`src/rtl/multi_edge_detect.sv`:
```
// multi_edge_detect: WIDTH independent channels, each synchronised, optionally
// debounced, and edge-qualified by a 2-bit per-channel mode into a one-cycle
// detection pulse. Define EDGE_STICKY_EN to add per-channel sticky flags,
// their clear inputs and an irq line (OR of the sticky flags).

// One channel: synchroniser -> debounce counter -> level register -> qualifier.
module multi_edge_detect_lane #(
  parameter int   SYNC_STAGES = 2,
  parameter int   DEB_CYCLES  = 0,
  parameter logic RST_LEVEL   = 1'b0
) (
  input  logic       clk,
  input  logic       rst,
  input  logic       sig,
  input  logic [1:0] mode,
  output logic       detection,
  output logic       level
);
  logic [SYNC_STAGES-1:0] sync_q;
  logic                   s;
  logic                   fire;   // level takes the sync value on this edge

  // synchroniser shift register, oldest sample at the top
  always_ff @(posedge clk or negedge rst)
    if (!rst) sync_q <= '0;
    else      sync_q <= {sync_q[SYNC_STAGES-2:0], sig};

  assign s = sync_q[SYNC_STAGES-1];

  generate
    if (DEB_CYCLES == 0) begin : g_nodeb
      assign fire = s ^ level;
    end else begin : g_deb
      localparam int            CW   = $clog2(DEB_CYCLES + 1);
      localparam logic [CW-1:0] CMAX = CW'(DEB_CYCLES);
      logic [CW-1:0] cnt;

      // counts consecutive edges where sync differs from level; the
      // DEB_CYCLES+1-th such edge accepts the new value
      assign fire = (s ^ level) && (cnt == CMAX);

      // run-length counter, cleared on agreement or on acceptance
      always_ff @(posedge clk or negedge rst)
        if (!rst)                   cnt <= '0;
        else if (!(s ^ level) || fire) cnt <= '0;
        else                        cnt <= cnt + CW'(1);
    end
  endgenerate

  // level register and mode-qualified pulse; mode is looked at on the toggle edge
  always_ff @(posedge clk or negedge rst)
    if (!rst) begin
      level     <= RST_LEVEL;
      detection <= 1'b0;
    end else begin
      detection <= fire & (level ? mode[1] : mode[0]);
      if (fire) level <= s;
    end
endmodule

// Top: array of lanes plus optional sticky/irq status.
module multi_edge_detect #(
  parameter int   WIDTH       = 4,
  parameter int   SYNC_STAGES = 2,
  parameter int   DEB_CYCLES  = 0,
  parameter logic RST_LEVEL   = 1'b0
) (
  input  logic               clk,
  input  logic               rst,
  input  logic [WIDTH-1:0]   sig,
  input  logic [2*WIDTH-1:0] mode,
  output logic [WIDTH-1:0]   detection,
`ifdef EDGE_STICKY_EN
  input  logic [WIDTH-1:0]   clr,
  output logic [WIDTH-1:0]   sticky,
  output logic               irq,
`endif
  output logic [WIDTH-1:0]   level
);
  multi_edge_detect_lane #(
    .SYNC_STAGES(SYNC_STAGES),
    .DEB_CYCLES (DEB_CYCLES),
    .RST_LEVEL  (RST_LEVEL)
  ) u_lane [WIDTH-1:0] (
    .clk      (clk),
    .rst      (rst),
    .sig      (sig),
    .mode     (mode),
    .detection(detection),
    .level    (level)
  );

`ifdef EDGE_STICKY_EN
  // sticky flags: a pulse sets on the following edge, set beats clear
  always_ff @(posedge clk or negedge rst)
    if (!rst) sticky <= '0;
    else      sticky <= detection | (sticky & ~clr);

  // OR of registers only, so irq cannot glitch from inputs
  assign irq = |sticky;
`endif
endmodule

```
`config.mk`:
```
export PLATFORM = sky130hd
export DESIGN_NAME = multi_edge_detect
export DESIGN_NICKNAME = d
export VERILOG_FILES = /design/src/rtl/multi_edge_detect.sv
export SDC_FILE = /design/constraint.sdc
export NUM_CORES = 1
export LEC_CHECK = 0
export ABC_AREA = 0
export ABC_CLOCK_PERIOD_IN_PS = 1700
export CORE_AREA = 2 2 39 41
export DETAILED_ROUTE_END_ITERATION = 8
export DIE_AREA = 0 0 41 43
export HOLD_SLACK_MARGIN = 0.08
export PLACE_DENSITY = 0.77
export SKIP_LAST_GASP = 1
export SYNTH_ARGS = -nofsm -noshare
export SYNTH_HDL_FRONTEND = slang
export SYNTH_SLANG_ARGS = --single-unit
```
`constraint.sdc`:
```
create_clock -name clk -period 1.7 [get_ports clk]
set_clock_uncertainty 0.2 [all_clocks]
set_input_delay 0.17 -clock clk [delete_from_list [all_inputs] [get_ports clk]]
set_output_delay 0.17 -clock clk [all_outputs]
set_load 0.01 [all_outputs]
```
Word-level counts from Yosys, hierarchy flattened
Index checks and enable logic that the tools add are counted.
W data, S select, Z words.
{"block": "totals", "register_bits": 16, "in_bits": 14, "out_inout_bits": 8, "word_cells": 24}
{"block": "op_classes", "n_mux": 4, "bitwise_logic": 8}
{"operator": "$and A1 B1 Y1", "n": 4}
{"operator": "$mux W1", "n": 4}
{"operator": "$xor A1 B1 Y1", "n": 4}

Logic depth before layout (Yosys ltp)
Gate-level depths: netlist of the first run.
{"block": "depth", "depth_word": 2, "ltp_mapped": 2, "mapped_depth_nobuf": 2}

By module
A second synthesis of the first run with hierarchy kept.
{"block": "hier_totals", "hier_cells": 32, "hier_area_um2": 495.5}
{"module": "multi_edge_detect_lane", "n_inst": 4, "cells_per_inst": 8, "area_per_inst_um2": 123.9}

Worst setup path before layout of the first run
OpenSTA, ideal clock, no wires.
{"block": "synth_timing", "path_type": "register to output", "startpoint": "reg u_lane[0].level", "endpoint": "out level[0]", "t_arrival_ns": 0.520, "t_required_ns": 1.330, "path_slack_ns": 0.810, "path_stages_with_launch": 2, "path_buffers": 1, "cell_sequence": "dfrtp_1 buf_4"}
{"item": "start, declared", "line_no": "17", "source": "output logic level"}
{"item": "start signal, assigned", "line_no": "57", "source": "if (fire) level <= s;"}
{"item": "end, declared", "line_no": "78", "source": "output logic [WIDTH-1:0] level"}
No word-level cell between the ends.

Final worst setup path of the first run
{"block": "layout_timing", "startpoint": "reg u_lane[0].level", "endpoint": "out level[0]"}
No word-level cell between the ends.

==> out/results.ini, run 1 <==
[timing]
timing.fmax_mhz=624
slew_violations=0
finalSetupViolCount=0
post-route-period-util=0.942
hold_viol=0
worstMarginPinSlew_ps=190
setup_tns_ps=0
rsz0062_at_grt=no
fin_crit_ps=1600
slew_headroom=0.873

[clocking]
cts_made_buffers=3
clk-insertion-delay-late_ps=280
clk_pin_slew_ps=90
hold_buffers=1
htreeDepth=1
cts_resized=0
cts.sinks=16
cts_tree=built
cts_root_buffer=clkbuf_4
clock_path_buffers=2
cts_setup_buffers=0

[grt]
grt_overflow=0
grt_pass1_wl_um=1190
grt_pass1_vias=292
grt_use_total=0.111
antenna_found_initial=0
grt_max_degree=17

[floorplanning]
num_rows=14
io_pins=22
dieArea_mm2=0.00176
fp.dieW_um=41
coreArea_mm2=0.00138
start_util=0.401
die_h_um=43

[worst_setup_path]
critPathCaptureType=output pin
cp-start-kind=register
crit_chain=clkdlybuf4s50_1
crit_family=buffers and inverters
crit_type=reg -> out
path_buf_inv=1
r2r_cells=2
crit_required_ps=1330
path_max_fanout=3
cp.depth=1
cp_data_arrival_time_ps=1230
critical-path-max-stage-delay_ps=560
crit_slowest_cell=clkdlybuf4s50_1

[drt]
dr.pass1.iters=1
wirelength_um=752
post_drt_wl_per_cell_um=10.6
drc=0
drtAntennaViolNets=0
avgViaCountPerCell=4.18
drt_iter0_drc=0
dr_total_vias=297

[layout]
stdcell_count=71
area_growth_pct=37.6
antennaDiodeCount=0
layout-drive-gt1-share=0.164
nNetsFinal=70
utilization=0.552
n_fill_cell=126

[pwr]
powerDensity_mw_per_mm2=961
ir_drop_mv=0.495
power.total_uw=735
power.leakage_nw=0.330

[yosys]
netlist_area_um2=556
synth.area.top_cells=dfrtp_1, buf_4, o21ai_2
ys_seq_area_frac=0.721
yosysWarnings=0
yosysTopAreaCell=dfrtp_1
syn_inst=40
synth_cell_types=6
synth_top_area_frac=0.721
synth_nets=54
yosys_register_bits=16
synth.avg_cell_area_um2=13.9

[placed_design]
place_congestion=0.558
io_buffers=21
dp_cells=66

[run]
cap_violations=0

[worst_hold_path]
hold_depth=1
hold_class=in -> reg

[outcome]
outcome=finished clean

-- metrics by stage --
stage	hold slack, ps	worst slack [ps]	instance area (µm²)
floorplan	-326	810	556
global placement	134	433	718
detailed placement	136	408	718
CTS	107	87.0	764
global route	110	38.4	764
finish	114	98.1	764
-- cells in the mapped netlist --
master    count
dfrtp_1      16
buf_4         8
clkbuf_1      4
nand2_1       4
nand3b_1      4
o21ai_2       4
-- state kept, by name (all words and copies together), names as in the netlist --
name              flops
u_lane.detection      4
u_lane.level          4
u_lane.sync_q         8
-- routing by layer --
layer	part of all wire	up-vias	routed length [µm]	global-route usage
met4	0.036	0	27	0.120
met5	0	-	0	0
met1	0.42	129	315	0.125
li1	-	148	-	-
met2	0.44	16	334	0.138
met3	0.098	4	74	0.0524
-- cells in the final DEF, fill, tap and decap left out --
cell type        netlist  final
clkdlybuf4s50_1        0     21
nand3b_1               4      4
clkbuf_8               0      1
dlygate4sd3_1          0      1
clkbuf_4               0      3
buf_4                  8      1
dfrtp_1               16     16
o21ai_2                4      4
nand2_1                4      4
-- path summary, 6_finish.rpt --
kind / from / to / slack (ps)
max in group asynchronous: rst / u_lane[0].level$_DFFE_PN0P_ / 590
max: u_lane[0].level$_DFFE_PN0P_ / level[0] / 100
min: sig[0] / u_lane[0].sync_q[0]$_DFF_PN0_ / 110
max reg2reg: u_lane[3].sync_q[1]$_DFF_PN0_ / u_lane[3].detection$_DFF_PN0_ / 800
min in group asynchronous: rst / u_lane[2].detection$_DFF_PN0_ / 540
min reg2reg: u_lane[1].sync_q[0]$_DFF_PN0_ / u_lane[1].sync_q[1]$_DFF_PN0_ / 150
-- logic make-up (layout without fill, tap and decap cells) --
kind of cell,after synthesis,after routing,synth area share
flops,16,16,0.721
simple gates,8,8,0.0811
compound gates,4,4,0.0631
buf+inv,12,27,0.135
-- area by class of cell --
| class | instances | area (µm²) | area share |
|---|---|---|---|
| well taps | 16 | 20.0 | 0.0262 |
| clock buffers | 4 | 36.3 | 0.0475 |
| repair buffers | 23 | 228 | 0.298 |
| flip-flops and latches | 16 | 400 | 0.524 |
| multi-input cells | 12 | 80.1 | 0.105 |
-- where the power goes --
group          leakage (nW)  total, mW  internal, mW  switching [mW]
registers             0.192      0.411         0.401          0.0102
clock network        0.0210      0.244         0.130           0.114
logic                 0.117     0.0793        0.0539          0.0254
(Power assumes the default switching activity.)
==> run 2, diff against run 1 <==
CORE_AREA = 4 4 41 43   (was 2 2 39 41)
CTS_CLUSTER_DIAMETER = 150   (was not set)
DIE_AREA = 0 0 45 47   (was 0 0 41 43)
==> out/results.ini, run 2 (synthesized netlist as in run 1, its figures left out) <==
[pwr]
p_int_uw=537  ; was 585 µW
clockPowerShare=0.266  ; was 0.332
p_comb_frac=0.118  ; was 0.108
ir_drop_mv=0.563  ; was 0.495 mV
swShare=0.196  ; was 0.203
power.leakage_nw=0.323  ; was 0.330 nW
powerDensity_mw_per_mm2=890  ; was 961 mW/mm²
pwr-share-seq=0.616  ; was 0.560
p_sw_uw=131  ; was 149 µW

[drt]
wl_met1_um=268  ; was 315 µm
drc=0  ; unchanged
avgViaCountPerCell=4.52  ; was 4.18
drt_iter0_drc=2  ; was 0
post_drt_wl_per_cell_um=9.91  ; was 10.6 µm
wirelength_um=684  ; was 752 µm
routed-wl-met3_um=84  ; was 74 µm
dr.pass1.iters=2  ; was 1
maxUsedRoutingLayer=met3  ; was met4
drtAntennaViolNets=0  ; unchanged
wl_met2_um=331  ; was 334 µm
dr_total_vias=312  ; was 297

[worst_setup_path]
path_buf_inv=1  ; unchanged
crit_slowest_cell=clkdlybuf4s50_1  ; unchanged
crit_required_ps=1330  ; about the same
crit_type=reg -> out  ; unchanged
critPathCaptureType=output pin  ; unchanged
path_max_fanout=3  ; unchanged
cp_data_arrival_time_ps=1200  ; was 1230 ps
crit_chain=clkdlybuf4s50_1  ; unchanged
cp-start-kind=register  ; unchanged
crit_family=buffers and inverters  ; unchanged
critical-path-max-stage-delay_ps=550  ; was 560 ps

[clocking]
clk_pin_slew_ps=80  ; was 90 ps
htreeDepth=1  ; unchanged
clk-insertion-delay-late_ps=260  ; was 280 ps
cts_setup_buffers=0  ; unchanged
cts_root_buffer=clkbuf_4  ; unchanged
cts_tree=built  ; unchanged
clock_path_buffers=2  ; unchanged
cts_made_buffers=3  ; unchanged
cts.sinks=16  ; unchanged

[floorplanning]
io_pins=22  ; unchanged
num_rows=13  ; was 14
coreArea_mm2=0.00130  ; was 0.00138 mm²
start_util=0.427  ; was 0.401
die_h_um=47  ; was 43 µm
fp.dieW_um=45  ; was 41 µm
dieArea_mm2=0.00212  ; was 0.00176 mm²

[layout]
largestRegisters=u_lane.sync_q (8), u_lane.detection (4), u_lane.level (4)  ; unchanged
final_cell_mix=clkdlybuf4s50_1, dfrtp_1, nand2_1, nand3b_1, o21ai_2  ; unchanged
mostFrequentLayoutCell=clkdlybuf4s50_1  ; unchanged
antennaDiodeCount=0  ; unchanged
largest_register=u_lane.sync_q  ; unchanged
area_growth_pct=34.9  ; was 37.6%
layout-drive-gt1-share=0.148  ; was 0.164
largest_reg_flops=8  ; unchanged
nNetsFinal=70  ; unchanged

[timing]
hold_viol=0  ; unchanged
timing.fmax_mhz=638  ; was 624 MHz
post-route-period-util=0.922  ; was 0.942
hold_ws_ps=137  ; was 114 ps
fin_crit_ps=1570  ; was 1600 ps
slew_violations=0  ; unchanged
rsz0062_at_grt=no  ; unchanged
finalSetupViolCount=0  ; unchanged
setup_tns_ps=0  ; unchanged
slew_headroom=0.870  ; was 0.873
worstMarginPinSlew_ps=195  ; was 190 ps

[grt]
grt_pass1_wl_um=1120  ; was 1190 µm
grt_max_degree=17  ; unchanged
antenna_found_initial=0  ; unchanged
grt_overflow=0  ; unchanged
grt_use_total=0.0770  ; was 0.111
grt_pass1_vias=295  ; was 292

[placed_design]
io_buffers=21  ; unchanged
place_congestion=0.620  ; was 0.558

[outcome]
outcome=finished clean  ; unchanged

[run]
cap_violations=0  ; unchanged

[worst_hold_path]
hold_class=in -> reg  ; unchanged

[run 2: metal layers]
metal	vias to the layer above	track usage
li1	147	-
met1	151	0.0835
met2	14	0.121
met3	0	0.0460
met4	0	0.0351
met5	-	0
[run 2: final timing paths]
kind	startpoint	to	slack, ps	depth (start not counted)
worst max-delay path	u_lane[0].level$_DFFE_PN0P_	level[0]	130	1
worst min-delay path	sig[0]	u_lane[0].sync_q[0]$_DFF_PN0_	140	1
worst max register to register	u_lane[1].sync_q[1]$_DFF_PN0_	u_lane[1].detection$_DFF_PN0_	800	2
worst min register to register	u_lane[2].sync_q[0]$_DFF_PN0_	u_lane[2].sync_q[1]$_DFF_PN0_	160	0
max in group asynchronous	rst	u_lane[3].sync_q[0]$_DFF_PN0_	570	3
min in group asynchronous	rst	u_lane[1].sync_q[0]$_DFF_PN0_	550	3
[run 2: layout make-up]
cell class                      instances  area, µm²
Multi-Input combinational cell         12       80.1
Sequential cell                        16        400
Clock buffer                            3       22.5
Timing Repair Buffer                   23        228
Tap cell                               15       18.8
Fill cell                             112        552
[run 2: power by group through the flow]
stage,Sequential (mW),Combinational (mW),Clock (mW)
6_report,0.411,0.0789,0.177
5_1_grt,0.414,0.0849,0.212
4_1_cts,0.412,0.0805,0.192
3_5_place_dp,0.419,0.0784,0
3_3_place_gp,0.418,0.0777,0
2_1_floorplan,0.417,0.0355,0
[run 2: repair_timing]
action | in CTS | in global routing
endpoints found under the hold margin | 16 | 0
hold buffers | 1 | 0
resized for setup | 0 | 0
[run 2: per-stage QoR]
step	worst slack, ps	util	instance area, µm²	total power [mW]	cells
5_1_grt	57.2	0.576	749	0.711	69
3_3_place_gp	428	0.551	717	0.495	65
3_5_place_dp	416	0.551	717	0.498	65
4_1_cts	107	0.576	749	0.684	69
6_report	133	0.576	749	0.667	69
2_1_floorplan	810	-	556	0.452	40
==> run 3, diff against run 2 <==
CAP_MARGIN = 20   (was not set)
CORE_AREA = not set   (was 4 4 41 43)
CORE_MARGIN = 4   (was not set)
CORE_UTILIZATION = 36   (was not set)
DIE_AREA = not set   (was 0 0 45 47)
GPL_TIMING_DRIVEN = 0   (was not set)
PLACE_DENSITY = 0.68   (was 0.77)
==> out/results.ini, run 3 (synthesized netlist as in run 1, its figures left out) <==
[layout]
nNetsFinal=82  ; was 70
n_fill_cell=109  ; was 112
stdcell_count=82  ; was 69
antennaDiodeCount=0  ; unchanged
largest_register=u_lane.sync_q  ; unchanged
mostFrequentLayoutCell=clkdlybuf4s50_1  ; unchanged
final_cell_mix=clkdlybuf4s50_1, dfrtp_1, buf_4  ; was clkdlybuf4s50_1, dfrtp_1, nand2_1, nand3b_1, o21ai_2
layout-drive-gt1-share=0.269  ; was 0.148
area_growth_pct=51.8  ; was 34.9%
largestRegisters=u_lane.sync_q (8), u_lane.detection (4), u_lane.level (4)  ; unchanged
largest_reg_flops=8  ; unchanged

[grt]
grt_pass1_vias=303  ; was 295
grt_use_total=0.0890  ; was 0.0770
grt_max_degree=17  ; unchanged
grt_overflow=0  ; unchanged
antenna_found_initial=0  ; unchanged
grt_pass1_wl_um=1240  ; was 1120 µm

[timing]
worstMarginPinSlew_ps=657  ; was 195 ps
hold_viol=0  ; unchanged
finalSetupViolCount=0  ; unchanged
layout_setup_ws_ps=81.3  ; was 133 ps
fin_crit_ps=1620  ; was 1570 ps
slew_headroom=0.561  ; was 0.870
timing.fmax_mhz=618  ; was 638 MHz
post-route-period-util=0.952  ; was 0.922
rsz0062_at_grt=no  ; unchanged
setup_tns_ps=0  ; unchanged
slew_violations=0  ; unchanged

[clocking]
cts.sinks=16  ; unchanged
clk_pin_slew_ps=90  ; was 80 ps
hold_buffers=0  ; was 1
cts_root_buffer=clkbuf_4  ; unchanged
clock_path_buffers=2  ; unchanged
htreeDepth=1  ; unchanged
cts_tree=built  ; unchanged
clk-insertion-delay-late_ps=280  ; was 260 ps
cts_made_buffers=3  ; unchanged

[worst_setup_path]
cp_data_arrival_time_ps=1250  ; was 1200 ps
critical-path-max-stage-delay_ps=470  ; was 550 ps
reg2reg_slack_ps=750  ; was 800 ps
crit_required_ps=1330  ; about the same
crit-reg2reg-launch=u_lane[1].level$_DFFE_PN0P_  ; was u_lane[1].sync_q[1]$_DFF_PN0_
crit_slowest_cell=clkdlybuf4s50_1  ; unchanged
crit_chain=buf_4 -> clkdlybuf4s50_1  ; was clkdlybuf4s50_1
r2r_cells=3  ; was 2
r2r-end=u_lane[1].detection$_DFF_PN0_  ; unchanged
critPathCaptureType=output pin  ; unchanged
path_max_fanout=2  ; was 3
crit_type=reg -> out  ; unchanged
cp-start-kind=register  ; unchanged

[placed_design]
place_congestion=0.640  ; was 0.620
dp_cells=76  ; was 65
dp_hpwl_um=666
io_buffers=21  ; unchanged
place_ws_ps=313  ; was 416 ps

[floorplanning]
fp.dieW_um=47.3  ; was 45 µm
coreArea_mm2=0.00138  ; was 0.00130 mm²
dieArea_mm2=0.00224  ; was 0.00212 mm²
start_util=0.402  ; was 0.427
num_rows=13  ; unchanged
die_h_um=47.3  ; was 47 µm
io_pins=22  ; unchanged

[drt]
dr_total_vias=354  ; was 312
drt_iter0_drc=2  ; unchanged
post_drt_wl_per_cell_um=10.0  ; was 9.91 µm
wirelength_um=820  ; was 684 µm
avgViaCountPerCell=4.32  ; was 4.52
dr.pass1.iters=2  ; unchanged
drtAntennaViolNets=0  ; unchanged
drc=0  ; unchanged

[pwr]
power.leakage_nw=0.403  ; was 0.323 nW
ir_drop_mv=0.610  ; was 0.563 mV
powerDensity_mw_per_mm2=883  ; was 890 mW/mm²

[run]
cap_violations=0  ; unchanged

[worst_hold_path]
hold_class=in -> async  ; was in -> reg

[outcome]
outcome=finished clean  ; unchanged

==> run 3: layout make-up <==
class                   instances  area [µm²]  area share
well taps                      15        18.8      0.0223
flip-flops and latches         16         400       0.475
plain buffers                  12        75.1      0.0890
multi-input cells              12        80.1      0.0950
repair buffers                 23         233       0.276
clock buffers                   4        36.3      0.0430
==> run 3: worst max-delay path by stage <==
stage	from	end	slack [ps]	depth (start not counted)
after floorplan	u_lane[0].level$_DFFE_PN0P_	level[0]	810	1
after global placement	u_lane[0].level$_DFFE_PN0P_	level[0]	320	2
after detailed placement	u_lane[1].level$_DFFE_PN0P_	level[1]	310	2
after CTS	u_lane[0].level$_DFFE_PN0P_	level[0]	2	2
after global routing	u_lane[1].detection$_DFF_PN0_	detection[1]	30	2
final	u_lane[1].level$_DFFE_PN0P_	level[1]	80	2
==> run 3: through the flow <==
step	hold WS, ps	utilization	cell area [µm²]	total power, mW
4_1_cts	112	0.599	828	0.760
6_report	87.4	0.610	843	0.745
2_1_floorplan	-326	-	556	0.452
3_5_place_dp	139	0.567	785	0.515
5_1_grt	100	0.610	843	0.793
3_3_place_gp	133	0.567	785	0.512
==> run 3: metal layers <==
metal | track usage | share of wire | vias to the layer above
li1 | - | - | 172
met1 | 0.0725 | 0.32 | 167
met2 | 0.158 | 0.56 | 13
met3 | 0.0575 | 0.10 | 2
met4 | 0.0497 | 0.013 | 0
met5 | 0 | 0 | -
==> run 3: worst max-delay path, delay by kind of cell, from the launching register on <==
family,cells,cell delay (ps)
buffers and inverters,2,600
flip-flops,1,380
==> run 3: power by group <==
| group | internal [mW] | total (mW) | switching [mW] |
|---|---|---|---|
| Clock | 0.130 | 0.237 | 0.107 |
| Sequential | 0.401 | 0.410 | 0.00949 |
| Combinational | 0.0675 | 0.0970 | 0.0296 |
| Total | 0.599 | 0.745 | 0.146 |
==> run 3: repair_timing <==
action	4_1_cts	5_1_grt
buffers inserted	1	1
endpoints found under the setup margin	1	3
resized for setup	0	3
